<file path="src/rtl/uart_pkg.sv">
// Shared UART definitions: parity modes, receiver FSM encoding and baud divider math.
// Declarations only; no timing or flow control of its own.
package uart_pkg;

  localparam int PAR_NONE = 0;
  localparam int PAR_ODD  = 1;
  localparam int PAR_EVEN = 2;

  typedef enum logic [2:0] {
    ST_IDLE,
    ST_START,
    ST_DATA,
    ST_PARITY,
    ST_STOP,
    ST_BREAK
  } rx_state_t;

  // Clocks per oversample tick, rounded down.
  function automatic int tick_div(input int clk_freq, input int baud_rate, input int oversample);
    return clk_freq / (baud_rate * oversample);
  endfunction

endpackage

</file>
<file path="src/rtl/uart_baud_tick.sv">
// Divide-by-DIV tick enable for UART rx/tx: tick is a registered 1-clk pulse every DIV clks.
// clr restarts the phase so the first tick lands a fixed delay after clr drops; no backpressure.
module uart_baud_tick #(
  parameter int DIV = 54
) (
  input  logic clk,
  input  logic rst,
  input  logic clr,
  output logic tick
);

  localparam int CW = (DIV > 1) ? $clog2(DIV) : 1;

  if (DIV < 1) begin : g_bad_div
    $error("uart_baud_tick: DIV must be at least 1");
  end

  logic [CW-1:0] cnt;

  always_ff @(posedge clk) begin
    if (rst || clr) begin
      cnt  <= '0;
      tick <= 1'b0;
    end else if (cnt == CW'(DIV - 1)) begin
      cnt  <= '0;
      tick <= 1'b1;
    end else begin
      cnt  <= cnt + 1'b1;
      tick <= 1'b0;
    end
  end

endmodule

</file>
<file path="src/rtl/uart_rx_cfg.sv">
// Oversampling UART receiver with 2-of-3 mid-bit vote, false-start and break detection.
// Latency: data_valid 1 clk after the final stop vote; one-entry holding register, overrun when full.
module uart_rx_cfg
  import uart_pkg::*;
#(
  parameter int CLK_FREQ   = 100_000_000,
  parameter int BAUD_RATE  = 115200,
  parameter int OVERSAMPLE = 16,
  parameter int DATA_BITS  = 8,
  parameter int PARITY     = 0,
  parameter int STOP_BITS  = 1
) (
  input  logic                 clk,
  input  logic                 rst,
  input  logic                 rx,
  output logic [DATA_BITS-1:0] data,
  output logic                 data_valid,
  input  logic                 data_ready,
  output logic                 parity_err,
  output logic                 frame_err,
  output logic                 overrun,
  output logic                 break_det,
  output logic                 busy
);

  localparam int TICK_DIV = tick_div(CLK_FREQ, BAUD_RATE, OVERSAMPLE);
  localparam int SCW      = $clog2(OVERSAMPLE);
  localparam int BCW      = $clog2(DATA_BITS + 1);

  localparam logic [SCW-1:0] T_A   = SCW'(OVERSAMPLE / 2 - 1);
  localparam logic [SCW-1:0] T_B   = SCW'(OVERSAMPLE / 2);
  localparam logic [SCW-1:0] T_V   = SCW'(OVERSAMPLE / 2 + 1);
  localparam logic [SCW-1:0] T_END = SCW'(OVERSAMPLE - 1);
  localparam logic [BCW-1:0] BIT_LAST = BCW'(DATA_BITS);

  if (PARITY < 0 || PARITY > 2 || STOP_BITS < 1 || STOP_BITS > 2 ||
      DATA_BITS < 5 || DATA_BITS > 9 || OVERSAMPLE < 8 || OVERSAMPLE > 16 ||
      (OVERSAMPLE % 2) != 0 || TICK_DIV < 1) begin : g_bad_cfg
    $error("uart_rx_cfg: unsupported configuration");
  end

  logic                 rx_meta, rx_s;
  rx_state_t            state;
  logic                 tick;
  logic [SCW-1:0]       s_cnt;
  logic [BCW-1:0]       bit_cnt;
  logic                 samp_a, samp_b;
  logic [DATA_BITS-1:0] shreg;
  logic                 par_bit;
  logic                 stop_first;
  logic                 stop_idx;

  logic vote, vote_now, bit_end, first_stop, last_stop, is_break, par_calc;

  uart_baud_tick #(.DIV(TICK_DIV)) u_tick (
    .clk  (clk),
    .rst  (rst),
    .clr  (state == ST_IDLE),
    .tick (tick)
  );

  always_ff @(posedge clk) begin
    if (rst) begin
      rx_meta <= 1'b1;
      rx_s    <= 1'b1;
    end else begin
      rx_meta <= rx;
      rx_s    <= rx_meta;
    end
  end

  always_comb begin
    vote       = (samp_a & samp_b) | (samp_a & rx_s) | (samp_b & rx_s);
    vote_now   = tick && (s_cnt == T_V);
    bit_end    = tick && (s_cnt == T_END);
    first_stop = stop_idx ? stop_first : vote;
    last_stop  = (STOP_BITS == 1) || stop_idx;
    is_break   = (shreg == '0) && ((PARITY == PAR_NONE) || !par_bit) && !first_stop;
    par_calc   = 1'b0;
    if (PARITY == PAR_ODD)
      par_calc = ~(^shreg ^ par_bit);
    else if (PARITY == PAR_EVEN)
      par_calc = ^shreg ^ par_bit;
  end

  always_ff @(posedge clk) begin
    if (rst) begin
      state      <= ST_IDLE;
      s_cnt      <= '0;
      bit_cnt    <= '0;
      samp_a     <= 1'b1;
      samp_b     <= 1'b1;
      shreg      <= '0;
      par_bit    <= 1'b0;
      stop_first <= 1'b1;
      stop_idx   <= 1'b0;
      data       <= '0;
      data_valid <= 1'b0;
      parity_err <= 1'b0;
      frame_err  <= 1'b0;
      overrun    <= 1'b0;
      break_det  <= 1'b0;
    end else begin
      overrun   <= 1'b0;
      break_det <= 1'b0;
      if (data_valid && data_ready)
        data_valid <= 1'b0;

      case (state)
        ST_IDLE: begin
          s_cnt    <= '0;
          bit_cnt  <= '0;
          stop_idx <= 1'b0;
          if (!rx_s)
            state <= ST_START;
        end
        ST_BREAK: begin
          if (rx_s)
            state <= ST_IDLE;
        end
        default: begin
          if (tick) begin
            s_cnt <= (s_cnt == T_END) ? '0 : s_cnt + 1'b1;
            if (s_cnt == T_A) samp_a <= rx_s;
            if (s_cnt == T_B) samp_b <= rx_s;
          end
          case (state)
            ST_START: begin
              if (vote_now && vote)
                state <= ST_IDLE;
              else if (bit_end)
                state <= ST_DATA;
            end
            ST_DATA: begin
              if (vote_now) begin
                shreg   <= {vote, shreg[DATA_BITS-1:1]};
                bit_cnt <= bit_cnt + 1'b1;
              end
              if (bit_end && bit_cnt == BIT_LAST) begin
                bit_cnt <= '0;
                state   <= (PARITY != PAR_NONE) ? ST_PARITY : ST_STOP;
              end
            end
            ST_PARITY: begin
              if (vote_now) par_bit <= vote;
              if (bit_end)  state   <= ST_STOP;
            end
            ST_STOP: begin
              if (vote_now) begin
                if (!stop_idx) stop_first <= vote;
                // Leave half a bit early so the next start edge is never missed.
                if (last_stop) begin
                  state <= is_break ? ST_BREAK : ST_IDLE;
                  if (is_break) begin
                    break_det <= 1'b1;
                  end else if (!data_valid || data_ready) begin
                    data       <= shreg;
                    parity_err <= par_calc;
                    frame_err  <= ~first_stop;
                    data_valid <= 1'b1;
                  end else begin
                    overrun <= 1'b1;
                  end
                end else begin
                  stop_idx <= 1'b1;
                end
              end
            end
            default: state <= ST_IDLE;
          endcase
        end
      endcase
    end
  end

  assign busy = (state != ST_IDLE);

endmodule

</file>
<file path="config.mk">
export PLATFORM = sky130hd
export DESIGN_NAME = uart_rx_cfg
export DESIGN_NICKNAME = d
export VERILOG_FILES = /design/src/rtl/uart_pkg.sv /design/src/rtl/uart_baud_tick.sv /design/src/rtl/uart_rx_cfg.sv
export SDC_FILE = /design/constraint.sdc
export NUM_CORES = 1
export LEC_CHECK = 0
export ABC_CLOCK_PERIOD_IN_PS = 1900
export CAP_MARGIN = 25
export CORE_ASPECT_RATIO = 0.7
export CORE_UTILIZATION = 59
export CTS_BUF_LIST = sky130_fd_sc_hd__clkbuf_8
export DETAILED_ROUTE_END_ITERATION = 10
export PLACE_DENSITY = 0.81
export REMOVE_ABC_BUFFERS = 1
export SLEW_MARGIN = 0
export SYNTH_ARGS = -nofsm -noshare
export SYNTH_HDL_FRONTEND = slang
export SYNTH_HIERARCHICAL = 1
export SYNTH_SLANG_ARGS = --single-unit
export TNS_END_PERCENT = 20
</file>
<file path="constraint.sdc">
create_clock -name clk -period 1.9 [get_ports clk]
set_input_delay 0.475 -clock clk [delete_from_list [all_inputs] [get_ports clk]]
set_output_delay 0.475 -clock clk [all_outputs]
set_load 0.02 [all_outputs]
</file>
# Word-level counts from Yosys, hierarchy flattened
# Cells that the tools add are included.
dict set report classes {
  n_lt_le_gt_ge 0
  n_addsub 3
  n_eq_ne 17
  shift 0
  n_reduce_logical 27
  mul 0
  n_mux 26
  div 0
  bitwise_logic 11
}
# cell count
set op_table {}
lappend op_table {{$mux 3} 8}
lappend op_table {{$mux 4} 5}
lappend op_table {{$eq 4x4->1 const B} 4}
lappend op_table {{$pmux 4 s2} 2}
lappend op_table {{$pmux 3 s4} 1}
lappend op_table {{$reduce_and 3->1} 4}
lappend op_table {{$mux 1} 9}
lappend op_table {{$add 4x1->4 const B} 2}
lappend op_table {{$logic_not 8->1} 1}
lappend op_table {{$ne 4x3->1 const B} 2}
lappend op_table {{$add 6x1->6 const B} 1}
lappend op_table {{$eq 3x2->1 const B} 2}
lappend op_table {{$eq 3x3->1 const B} 2}
lappend op_table {{$eq 6x6->1 const B} 1}
lappend op_table {{$logic_and 1x1->1} 6}
lappend op_table {{$not 1->1} 6}
lappend op_table {{$pmux 3 s2} 1}
lappend op_table {{$reduce_and 6->1} 1}
lappend op_table {{$reduce_bool 3->1} 2}
lappend op_table {{$reduce_or 6->1} 1}
lappend op_table {{$ne 5x4->1 const B} 1}
lappend op_table {{$reduce_and 5->1} 1}
lappend op_table {{$reduce_or 5->1} 1}
lappend op_table {{$eq 4x3->1 const B} 1}
lappend op_table {{11 further kinds} 19}
dict set report totals {
  inputBits 4
  ram_bits 0
  wordCells 99
  memories 0
  latch_bits 0
  romBits 0
  output_inout_bits 14
  ff_bits 42
}

# Longest topological paths before layout
# Gate-level depths: netlist (run 1).
dict set report logic_depth {
  ltp_word 9
  ltp_mapped 8
  depth_no_buf 7
}

# Modules after synthesis
# Netlist (run 1), hierarchy kept.
# mod area_per_inst_um2 cells_each instances
set by_module_without_submodules {}
lappend by_module_without_submodules {uart_rx_cfg 1711.6 178 1}
lappend by_module_without_submodules {uart_baud_tick 285.3 28 1}

# Worst setup path after synthesis (run 1)
# OpenSTA, ideal clock, no wires.
dict set report synth_timing {
  kind {flip-flop to flip-flop}
  startpoint {reg s_cnt[1]}
  endpoint {reg state[0]}
  path_slack_ns 0.302
  period_less_slack_ns 1.598
  setup_ns 0.114
  t_required_ns 1.786
  stages_incl_launch_ff 8
  arrival_ns 1.483
  n_path_buf 0
  path_cell_list {dfxtp_1 > inv_1 > ha_1 > and4b_4 > a221o_1 > o211a_4 > mux2i_1 > nor2_1}
}
dict set report synth_between {
  elab_chain_len 6
}
# item line_no
set synth_rtl {}
lappend synth_rtl {{from (decl)} uart_rx_cfg.sv:45} ;# logic [SCW-1:0] s_cnt;
lappend synth_rtl {{from (signal assigned)} uart_rx_cfg.sv:123} ;# s_cnt <= (s_cnt == T_END) ? '0 : s_cnt + 1'b1;
lappend synth_rtl {{$eq 4x4->1} uart_rx_cfg.sv:74} ;# vote_now = tick && (s_cnt == T_V);
lappend synth_rtl {{$logic_and 1x1->1} uart_rx_cfg.sv:74}
lappend synth_rtl {{$logic_and 1x1->1} uart_rx_cfg.sv:129} ;# if (vote_now && vote)
lappend synth_rtl {{$mux 3} uart_rx_cfg.sv:129}
lappend synth_rtl {{$pmux 3 s4} uart_rx_cfg.sv:127} ;# case (state)
lappend synth_rtl {{$pmux 3 s2} uart_rx_cfg.sv:109} ;# case (state)
lappend synth_rtl {{to (signal assigned)} uart_rx_cfg.sv:141} ;# state <= (PARITY != PAR_NONE) ? ST_PARITY : ST_STOP;
lappend synth_rtl {{to (signal assigned)} uart_rx_cfg.sv:153} ;# state <= is_break ? ST_BREAK : ST_IDLE;
lappend synth_rtl {{to (decl)} uart_rx_cfg.sv:43} ;# rx_state_t state;
# Several ways; a longest one is shown, not always the timed one.
# A chain may end at the register's enable or synchronous reset.

# Final worst setup path (run 1)
dict set report layout_timing {
  startpoint {reg s_cnt[1]}
  endpoint {reg state[2]}
}
# The elaborated chain is that of the path after synthesis.

==> impl_metrics.tcl, run 1 <==
set metrics [dict create \
    area_growth_pct 16.3 \
    hold_viol 0 \
    die_y_um 50.7 \
    final_util_pct 72.8 \
    cp.arrival_ns 2.02 \
    antenna_left 0 \
    grt_pass1_vias 1511 \
    drt-total-wl_um 3990 \
    fill_cells 228 \
    start_kind "flip-flop" \
    synth-simple-area-share_pct 25.9 \
    cts_setup_buffers 0 \
    routed_via_density 5.83 \
    synth_top_family_by_area "simple AND/OR/NAND/NOR gates" \
    synthMuxAreaShare_pct 9.52 \
    drt_iter0_drc 73 \
    path_max_fanout 6 \
    final_cell_area_um2 2320 \
    placed_cells_incl_taps 261 \
    fin_worst_hold_slack_ns 0.420 \
    core-area_um2 3190 \
    antenna_cells 0 \
    drive_gt1_share_pct 16.5 \
    synth_compound_area_share_pct 10.8 \
    critical-path-top-delay-family "compound AO/OA/AOI/OAI gates" \
    die_w_um 71.5 \
    ys_seq_area_share_pct 42.1 \
    p_leak_nw 0.927 \
    antenna_found_initial 0 \
    dr.pass1.iters 4 \
    post-route-period-util_pct 94.0 \
    numPortBuffers 16 \
    syn-instance-count 206 \
    final_cells 269 \
    critPathMaxStageDelay_ns 0.39 \
    start_util_pct 62.6 \
    setup_slack_ns 0.115 \
    pwr_density_cell_nw_per_um2 908 \
    crit_required_ns 2.13 \
    status "complete, no violations" \
    grt_overflow 0 \
    cts_htree_levels 2 \
    synth_edf_count 0 \
    clk_pin_slew_ns 0.08 \
    clk_latency_ns 0.31 \
    io_pins 18 \
    routedWlPerCell_um 14.8 \
    globalplace.congestion 0.789 \
    cts_tree "yes" \
    yosysTopAreaCell "dfxtp_1" \
    dp_slack_ns 0.105 \
    final_nets 241 \
    die_area_um2 3630 \
    irDropWorstVdd_mv 0.625 \
    hpwl_um 2800 \
    track_usage_pct 25.1 \
    fmax_mhz 560 \
    hold_class "flip-flop to flip-flop" \
    synth_fa_ha_area_share_pct 5.08 \
    p_total_mw 2.11 \
    grt_max_degree 38 \
    cts_root_buf "clkbuf_8" \
    critPathCaptureType "flip-flop" \
    avgSynthCellArea_um2 9.69 \
    crit_path_top_delay_cell "dfxtp_1" \
    grt_pass1_wl_um 6850 \
    numCtsBuffers 5 \
    rsz0062_at_grt "false" \
    yosysUniqueCellTypes 57 \
    drcViolationCount 0 \
    setup_viol 0 \
    num_rows 17 \
    clock_path_buffers 2 \
    netlist_area_um2 2000 \
    finalCriticalPeriod_ns 1.79 \
    ys.flop_type "dfxtp_1" \
    place_area_um2 2210 \
    ys_ff_latch 42 \
    cts.sinks 42 \
    fin_skew_ns 0.00981 \
    synth_area_leaders "dfxtp_1, mux2i_1, nor2_1" \
    crit_buf_inv 1 \
    slew_viol_final 0 \
    vias 1569 \
    cap_violations 0 \
    synthXorXnorAreaFrac_pct 1.32 \
    async_flop_share_pct 0 \
    cp_cell_sequence "inv_1 -> ha_1 -> and4b_4 -> a221o_1 -> o211a_4 -> o311a_1 -> nor3_2" \
    synth_top_area_share_pct 42.1 \
    finalSetupTns_ns 0 \
    critical_path_class "flip-flop to flip-flop" \
    synth_warnings 6 \
]
==> cell families (layout without fill, tap and decap cells) <==
kind of cell | Yosys count | in the layout
compound gates | 30 | 30
xor+xnor | 3 | 3
fa+ha+maj | 8 | 8
buf+inv | 15 | 40
flops | 42 | 42
mux | 19 | 19
other cells | 1 | 1
simple gates | 88 | 88
==> cells in the mapped netlist, types with 2 or more instances <==
library cell and count:
or2_2 2, nand3_1 6, a21oi_1 9, nor2_1 30, o21ai_0 6, a21oi_2 2
ha_1 7, nand4_1 2, or3_1 2, and3_1 3, nor3b_1 2, inv_1 7
nor4_1 3, nor2b_1 2, dfxtp_1 42, nand2_1 13, nand3b_1 2, mux2i_1 19
buf_6 3, nand2b_1 5, xor2_1 2, nor3_4 2
==> sequential cells by signal, summed over array words and instances (netlist names), 3 cells and up <==
signal / count
state: 3
s_cnt: 4
data: 8
u_tick/cnt: 6
bit_cnt: 4
shreg: 8
==> placed cells by master (no fill, tap or decap), types with 2 or more instances in the layout <==
cell type         n
nor3b_1           2
or3_1             2
clkbuf_8          8
a21oi_2           2
o21ai_0           6
xor2_1            2
inv_1             7
nand3b_1          2
nor4_1            3
nand3_1           6
and3_1            3
nand4_1           2
a21oi_1           9
buf_4             8
nor2b_1           2
nor2_1           30
ha_1              6
nor3_4            2
nand2_1          13
mux2i_1          19
clkdlybuf4s50_1  15
dfxtp_1          41
nand2b_1          5
or2_2             2
==> per-layer routing <==
layer | GRT usage [%] | routed length [um] | up-vias
met1 | 31.8 | 1900 | 750
met3 | 8.23 | 220 | 8
met2 | 40.2 | 1800 | 45
met4 | 9.15 | 65 | 0
met5 | 0 | 0 | -
li1 | - | - | 766
==> power breakdown <==
group | internal (mW) | total (mW) | switching, mW | leakage (nW)
sequential | 0.918 | 0.973 | 0.0548 | 0.340
clock | 0.367 | 0.670 | 0.303 | 0.0575
combinational | 0.187 | 0.465 | 0.278 | 0.530
==> layout make-up <==
| type | count | area [um2] | share of cell area [%] |
|---|---|---|---|
| Inverter | 7 | 26.3 | 1.13 |
| Clock buffer | 8 | 110 | 4.74 |
| Tap cell | 38 | 47.5 | 2.05 |
| Sequential cell | 42 | 842 | 36.3 |
| Multi-Input combinational cell | 149 | 1060 | 45.5 |
| Timing Repair Buffer | 25 | 239 | 10.3 |
==> worst paths after layout <==
kind | startpoint | end | slack [ns] | depth (start not counted)
hold reg to reg | rx_meta$_SDFF_PP1_ | rx_s$_SDFF_PP1_ | 0.42 | 1
setup / recovery | s_cnt[1]$_SDFFE_PP0P_ | state[2]$_SDFFE_PP0P_ | 0.11 | 7
setup reg to reg | s_cnt[1]$_SDFFE_PP0P_ | state[2]$_SDFFE_PP0P_ | 0.11 | 7
hold / removal | rx_meta$_SDFF_PP1_ | rx_s$_SDFF_PP1_ | 0.42 | 1
==> repair_timing <==
item	4_1_cts	5_1_grt
setup endpoints to repair	1	6
pin swaps	0	1
resized for setup	2	1
hold buffers	0	0
No activity file was read; power rests on OpenSTA's default activity.
==> run 2: changes to the inputs <==
Settings changed: CORE_MARGIN from default to 2, CORE_UTILIZATION 59 to 45, PLACE_DENSITY 0.81 to default.
==> impl_metrics.tcl, run 2 (synthesis results as in run 1) <==
set metrics [dict create \
    max_slew_margin_pct 66.5 \
    globalplace.congestion 0.753 \
    vias 1450 \
    cts_root_buf "clkbuf_8" \
    routed_via_density 5.09 \
    reg2reg_depth 7 \
    clock_path_buffers 2 \
    routedWlPerCell_um 12.4 \
    rsz0062_at_grt "false" \
    r2r_start "s_cnt[1]$_SDFFE_PP0P_" \
    drt-total-wl_um 3530 \
    path_max_fanout 6 \
    final_util_pct 54.2 \
    numPortBuffers 16 \
    hold_class "flip-flop to flip-flop" \
    cap_violations 0 \
    drcViolationCount 0 \
    fin_worst_hold_slack_ns 0.414 \
    use_met2_pct 23.5 \
    setup_viol 0 \
    antenna_left 0 \
    grt_pass1_vias 1350 \
    hold_viol 0 \
    grt_max_degree 38 \
    fmax_mhz 572 \
    io_pins 18 \
    pwr_density_cell_nw_per_um2 867 \
    antenna_found_initial 0 \
    max_slew.worst_pin.slew_ns 0.497 \
    r2r-end "state[0]$_SDFFE_PP0P_" \
    slew_viol_final 0 \
    final_common_cell "dfxtp_1" \
    die_area_um2 5000 \
    finalSetupTns_ns 0 \
    grt.busiest_layer "met2" \
    cts.sinks 42 \
    cts_setup_buffers 0 \
    worst-r2r-setup-slack_ns 0.15 \
    drive_gt1_share_pct 16.1 \
    cts_tree "yes" \
    critPathCaptureType "flip-flop" \
    antenna_cells 0 \
    die_w_um 83.6 \
    reg.largest.list "data x8, shreg x8, u_tick/cnt x6" \
    fin_skew_ns 0.00416 \
    dr.pass1.iters 4 \
    status "complete, no violations" \
    post-route-period-util_pct 92.0 \
    cp-endpoint "state[0]$_SDFFE_PP0P_" \
    num_rows 20 \
    layout_common_cells "dfxtp_1, nor2_1, mux2i_1" \
    crit_required_ns 2.08 \
    hpwl_um 2580 \
    track_usage_pct 15.8 \
    clk_latency_ns 0.29 \
    use_met1_pct 22.0 \
    drt_iter0_drc 77 \
    start_util_pct 46.4 \
    critical_path_class "flip-flop to flip-flop" \
    cp-startpoint "s_cnt[1]$_SDFFE_PP0P_" \
    grt_pass1_wl_um 6240 \
    met3_usage_pct 4.97 \
    core-area_um2 4300 \
    p_leak_nw 0.920 \
    cts_htree_levels 2 \
    clk_pin_slew_ns 0.08 \
    final_nets 240 \
    cp.arrival_ns 1.93 \
    finalCriticalPeriod_ns 1.75 \
    start_kind "flip-flop" \
    grt_overflow 0 \
    irDropWorstVdd_mv 0.401 \
    die_y_um 59.7 \
    numCtsBuffers 5 \
    area_growth_pct 16.9 \
]
[run 2: cell count changes in the layout (fill, tap and decap cells not counted), sizes merged]
| cell | previous run | this run |
|---|---|---|
| clkbuf | 8 | 6 |
| buf | 9 | 8 |
| clkinv | 0 | 1 |
| clkinvlp | 0 | 1 |
[run 2: area by class of cell]
type / instances / area (um2)
clock buffer: 6 / 82.6
clock inverter: 2 / 12.5
fill: 402 / 1970
inverter: 7 / 26.3
multi-input combinational: 149 / 1060
sequential: 42 / 842
tap: 55 / 68.8
timing repair buffer: 24 / 244
[run 2: what timing repair did]
item / CTS / global route
resized for setup: 2 / 2
pin swaps: 0 / 1
endpoints found under the setup margin: 1 / 4
hold endpoints to repair: 0 / 0
hold buffers: 0 / 0
[run 2: per-layer routing]
metal | up-vias | wire length (um)
li1 | 763 | -
met1 | 664 | 1900
met2 | 18 | 1460
met3 | 5 | 141
met4 | 0 | 31
met5 | - | 0
[run 2: critical path, cell delays in order (launching register included)]
cell	delay, ns
dfxtp_1	0.39
inv_1	0.08
ha_1	0.23
and4b_4	0.24
a221o_1	0.33
o211a_4	0.17
mux2i_1	0.15
nor2_1	0.06
[run 2: worst min-delay path by stage]
stage / depth (start not counted) / from / endpoint / slack, ns
finish: 1 / rx_meta$_SDFF_PP1_ / rx_s$_SDFF_PP1_ / 0.41
global route: 1 / rx_meta$_SDFF_PP1_ / rx_s$_SDFF_PP1_ / 0.44
CTS: 1 / rx_meta$_SDFF_PP1_ / rx_s$_SDFF_PP1_ / 0.42
detailed placement: 1 / rx_meta$_SDFF_PP1_ / rx_s$_SDFF_PP1_ / 0.40
global placement: 1 / rx_meta$_SDFF_PP1_ / rx_s$_SDFF_PP1_ / 0.39
floorplan: 1 / rx_meta$_SDFF_PP1_ / rx_s$_SDFF_PP1_ / 0.39
[run 2: stage by stage]
step,std cells,power (mW),setup WS (ns),instance area (um2)
2_1_floorplan,198,1.29,0.149,1920
3_3_place_gp,277,1.44,0.162,2240
3_5_place_dp,277,1.46,0.132,2240
4_1_cts,285,2.05,0.116,2330
5_1_grt,285,2.14,0.00247,2330
6_report,285,2.02,0.153,2330
[run 2: where the power goes]
group	leakage [nW]	internal [mW]	switching, mW
clock network	0.0472	0.292	0.298
logic	0.533	0.196	0.267
registers	0.340	0.918	0.0515
